### config.mk
export PLATFORM = sky130hd
export DESIGN_NAME = seg_capture
export DESIGN_NICKNAME = d
export VERILOG_FILES = /design/src/rtl/seg_pkg.sv /design/src/rtl/seg_decode.sv /design/src/rtl/seg_capture.sv
export SDC_FILE = /design/constraint.sdc
export NUM_CORES = 1
export LEC_CHECK = 0
export CORE_MARGIN = 2
export CORE_UTILIZATION = 45
export DETAILED_ROUTE_END_ITERATION = 10
export GPL_TIMING_DRIVEN = 0
export PLACE_DENSITY = 0.82
export SYNTH_ARGS = -nofsm -noshare
export SYNTH_HDL_FRONTEND = slang
export SYNTH_SLANG_ARGS = --single-unit
### constraint.sdc
create_clock -name clk_ -period 3.16 [get_ports clk_]
set_clock_uncertainty 0.1 [all_clocks]
set_input_delay 0.316 -clock clk_ [delete_from_list [all_inputs] [get_ports clk_]]
set_output_delay 0.316 -clock clk_ [all_outputs]
set_load 0.03 [all_outputs]
### src/rtl/seg_pkg.sv
// seg_pkg: seven-segment pattern table and sizes shared by the display encoder and capture.
package seg_pkg;
  localparam int DIGITS = 8;
  localparam int SAMPLE_W = DIGITS + 8;
  localparam logic [6:0] SEG_BLANK = 7'h7F;
  localparam logic [6:0] SEG_PAT [16] = '{
    7'b0000001, 7'b1001111, 7'b0010010, 7'b0000110,
    7'b1001100, 7'b0100100, 7'b0100000, 7'b0001111,
    7'b0000000, 7'b0000100, 7'b0001000, 7'b1100000,
    7'b0110001, 7'b1000010, 7'b0110000, 7'b0111000
  };
endpackage

### src/rtl/seg_decode.sv
// seg_decode: maps an active-low a_to_g pattern back to its hex nibble.
module seg_decode
  import seg_pkg::*;
(
  input  logic [6:0] a_to_g,
  output logic       valid,
  output logic [3:0] nibble
);
  always_comb begin
    valid = 1'b0;
    nibble = 4'd0;
    for (int i = 0; i < 16; i++)
      if (a_to_g == SEG_PAT[i]) begin
        valid = 1'b1;
        nibble = 4'(i);
      end
  end
endmodule

### src/rtl/seg_capture.sv
// seg_capture: debounces the multiplexed seven-segment bus and rebuilds the displayed digit image.
module seg_capture
  import seg_pkg::*;
#(
  parameter int STABLE_CYCLES = 4
) (
  input  logic                  clk_,
  input  logic                  rst_,
  input  logic                  clear,
  input  logic [6:0]            a_to_g,
  input  logic [DIGITS-1:0]     AN_,
  input  logic                  dp_,
  output logic [4*DIGITS-1:0]   digits,
  output logic [DIGITS-1:0]     digit_valid,
  output logic [DIGITS-1:0]     dp_on,
  output logic [DIGITS-1:0]     bad_pattern,
  output logic                  multi_an,
  output logic                  frame_done
);
  localparam logic [7:0] STB = 8'(STABLE_CYCLES);
  logic [SAMPLE_W-1:0] sample, s_q;
  logic [7:0] cnt;
  logic accept, multi, one_hot, valid;
  logic [DIGITS-1:0] seen, sel;
  logic [3:0] nibble;
  assign sample = {AN_, a_to_g, dp_};
  assign sel = ~s_q[SAMPLE_W-1:8];
  assign multi = |(sel & (sel - 1'b1));
  assign one_hot = |sel && !multi;
  seg_decode u_dec (.a_to_g(s_q[7:1]), .valid(valid), .nibble(nibble));
  // s_q/cnt keep running through clear so a static bus is not re-accepted
  always_ff @(posedge clk_) begin
    if (rst_) begin
      s_q <= {{DIGITS{1'b1}}, SEG_BLANK, 1'b1};
      cnt <= '0;
      accept <= 1'b0;
      digits <= '0;
      digit_valid <= '0;
      dp_on <= '0;
      bad_pattern <= '0;
      multi_an <= 1'b0;
      frame_done <= 1'b0;
      seen <= '0;
    end else begin
      if (sample != s_q) begin
        s_q <= sample;
        cnt <= '0;
      end else if (cnt < STB) cnt <= cnt + 8'd1;
      accept <= sample == s_q && cnt == STB - 8'd1;
      frame_done <= 1'b0;
      if (clear) begin
        digits <= '0;
        digit_valid <= '0;
        dp_on <= '0;
        bad_pattern <= '0;
        multi_an <= 1'b0;
        seen <= '0;
      end else if (accept && one_hot) begin
        for (int k = 0; k < DIGITS; k++)
          if (sel[k]) begin
            if (valid) begin
              digits[4*k+:4] <= nibble;
              digit_valid[k] <= 1'b1;
              dp_on[k] <= ~s_q[0];
            end else begin
              bad_pattern[k] <= 1'b1;
              digit_valid[k] <= 1'b0;
            end
          end
        frame_done <= (seen | sel) == '1;
        seen <= (seen | sel) == '1 ? '0 : seen | sel;
      end else if (accept && multi) multi_an <= 1'b1;
    end
  end
endmodule

==> flow_summary.ini <==
[global_routing]
grt_pass1_vias = 3260
grt_max_degree = 16
gr-total-overflow = 0
grt_use_total_pct = 20.3
grt_pass1_wl_mm = 15.6
antenna_found_initial = 0

[place]
dp_slack_ns = 0.532
port_buffers = 76
gp_congestion = 0.880
hpwl_mm = 7.10

[route]
drc = 0
drt-initial-drc-count = 180
drt-total-wl_mm = 9.57
via_per_inst = 5.56
vias = 3398
avgRoutedWirePerCell_um = 15.7
detail-route-antenna-nets = 0
drt_pre_antenna_iters = 5

[clock_network]
clk_latency_ns = 0.36
cts_hold_buf = 0
cts_tree = yes
cts.clk_slew.worst_paths_ns = 0.09
postCtsSetupRepairBufs = 0
htree_levels = 3
clock-sinks = 91
cts_resized = 0
clock-root-buffer = clkbuf_8
cts_buffers = 9
cts_max_path_buffers = 2

[timing]
final.setup.tns_ns = 0
period_needed_ns = 2.71
worst_slack_ns = 0.451
fmax_ghz = 0.369
relSlewSlack_pct = 40.1
tightest_slew_ns = 0.892
fin_crit_sh_pct = 85.7
slew_violations = 0
rsz0062_at_grt = no
setup_violations = 0
hold_viol = 0
whs_ns = 0.363

[synthesis]
async_flop_share_pct = 0
yosysSeqAreaShare_pct = 46.4
synth_area_per_cell_sq_um = 9.56
synth.distinct_cells = 55
synth_top_cell_area_share_pct = 46.4
ys_ff_latch = 91
yosys_warnings = 0
yosysTopAreaCell = dfxtp_1
synth_area_sq_um = 3930
synth.area.top_cells = dfxtp_1 (46%), mux2i_1 (6.9%), xor2_1 (3.8%)
ys.flop_type = dfxtp_1
synth.net_count = 431
synth-edff-count = 0
netlist_instances = 411

[cells_and_area]
diodes = 0
nNetsFinal = 518
syn_to_final_growth_pct = 28.8
drive_above_1_share_pct = 12.1

[floorplan]
fp.dieH_um = 97.5
pin_count = 77
die_w_um = 97.5
start_util_pct = 45.7
rows = 34
dieArea_sq_um = 9500
coreArea_sq_um = 8590

[flow_run]
maxCapViolations = 0

[setup_path]
cpPeakStageDelay_ns = 0.49
crit_path_cell_trace = buf_1, o21ai_0, a21oi_1, o31a_4, buf_6, buf_1, nor2_1, a32o_1
endpoint_kind = flop
r2r_end = digits[3]
crit_required_ns = 3.33
path_delay_family = buffers and inverters
critPathArrivalTime_ns = 2.88
cp-startpoint = s_q[13]
r2r-start = s_q[13]
crit_path_max_fanout = 10
crit_top_cell = buf_1
cp-start-kind = flop
worstSetupPathType = reg2reg
crit_buf_inv = 3
r2r_cells = 8
r2r_slack_ns = 0.45
cpMaxStageDelayCell = buf_1

[power]
ir_drop_v = 0.000187
power_density_nw_per_um2 = 442
p_leak_nw = 1.85

[min_path]
hold_path.class = reg2reg
whs_path_depth = 2
hold_path_end = digits[0]
hp-start = digits[0]

[outcome]
status = finished clean
## worst max path at each step
stage	endpoint	slack [ns]	cells past startpoint
after floorplan	digits[3]	0.91	9
after global placement	digits[7]	0.63	8
after detailed placement	digits[3]	0.53	8
after CTS	digits[3]	0.50	8
after global routing	digits[3]	0.37	8
final	digits[3]	0.45	8
## cells in the mapped netlist, types with 9 or more instances
cell type,number
dfxtp_1,91
nand2_1,36
mux2i_1,27
o21ai_0,20
or2_2,18
nor2_1,17
xor2_1,17
a21oi_1,16
o21a_1,16
nor3_1,14
clkbuf_1,12
inv_1,10
nand3_1,9
## routing by layer
layer	vias up	part of all wire (%)	track usage, %
met4	0	2.0	9.51
met5	-	0	0
met2	118	49	34.2
met1	1640	43	24.7
li1	1624	-	-
met3	16	6.0	4.32
## worst min-delay path, cell delays in order, from the launching register on
cell,delay (ns)
dfxtp_1,0.32
nand2_1,0.05
mux2i_1,0.05
## per-stage QoR
stage | instance area (sq um) | power (mW) | util [%] | instances
floorplan | 3930 | 1.30 | - | 411
global placement | 4830 | 1.35 | 56.2 | 595
detailed placement | 4830 | 1.36 | 56.2 | 595
CTS | 5060 | 2.25 | 58.9 | 611
global route | 5060 | 2.32 | 58.9 | 611
finish | 5060 | 2.24 | 58.9 | 611
## cell type report
| type | instances | area [sq um] |
|---|---|---|
| Fill cell | 746 | 3530 |
| Sequential cell | 91 | 1820 |
| Multi-Input combinational cell | 279 | 1900 |
| Clock inverter | 5 | 85.1 |
| Timing Repair Buffer | 76 | 761 |
| Tap cell | 108 | 135 |
| Buffer | 31 | 171 |
| Inverter | 10 | 37.5 |
| Clock buffer | 11 | 151 |
## flip-flops by register name (all words and copies together) (netlist names)
register	flops
bad_pattern	8
multi_an	1
digits	32
s_q	16
frame_done	1
digit_valid	8
seen	8
accept	1
dp_on	8
cnt	8
## report_power, final
| part | switching [mW] | internal (mW) |
|---|---|---|
| Clock | 0.414 | 0.491 |
| Combinational | 0.0970 | 0.0700 |
| Sequential | 0.00961 | 1.16 |
| Total | 0.521 | 1.72 |
## cells in the final DEF (no fill, tap or decap), types with 2 or more instances in the layout
cell,count
or3_1,8
o21ai_0,20
and2_1,7
o22ai_1,5
clkdlybuf4s50_1,76
or4_1,2
nand3_1,9
buf_1,4
bufinv_16,2
a211oi_1,2
nand2b_1,4
dfxtp_1,91
buf_4,2
nor3_1,14
a32o_1,6
a311oi_1,2
a21boi_0,2
nor4_1,6
inv_1,10
nor3_4,7
buf_6,5
a21oi_1,16
xor2_1,17
nor3b_1,2
xnor2_1,2
o21a_1,16
clkbuf_8,11
nor4b_1,2
clkbuf_1,12
and3_1,3
or2_2,18
nor2_1,17
buf_2,8
nand4_1,7
nand2_1,36
clkinv_4,2
mux2i_1,27
## logic make-up (layout without fill, tap and decap cells)
group | Yosys count | in the layout | share of synthesized area (%)
flip-flops | 91 | 91 | 46.4
buffers and inverters | 41 | 133 | 5.32
multiplexers | 27 | 27 | 6.88
adder cells (fa/ha/maj) | 2 | 2 | 0.573
AND/OR/NAND/NOR | 150 | 150 | 22.7
AO/OA/AOI/OAI | 81 | 81 | 13.9
XOR/XNOR | 19 | 19 | 4.23
Note: power is estimated with default switching activity, not from simulation.
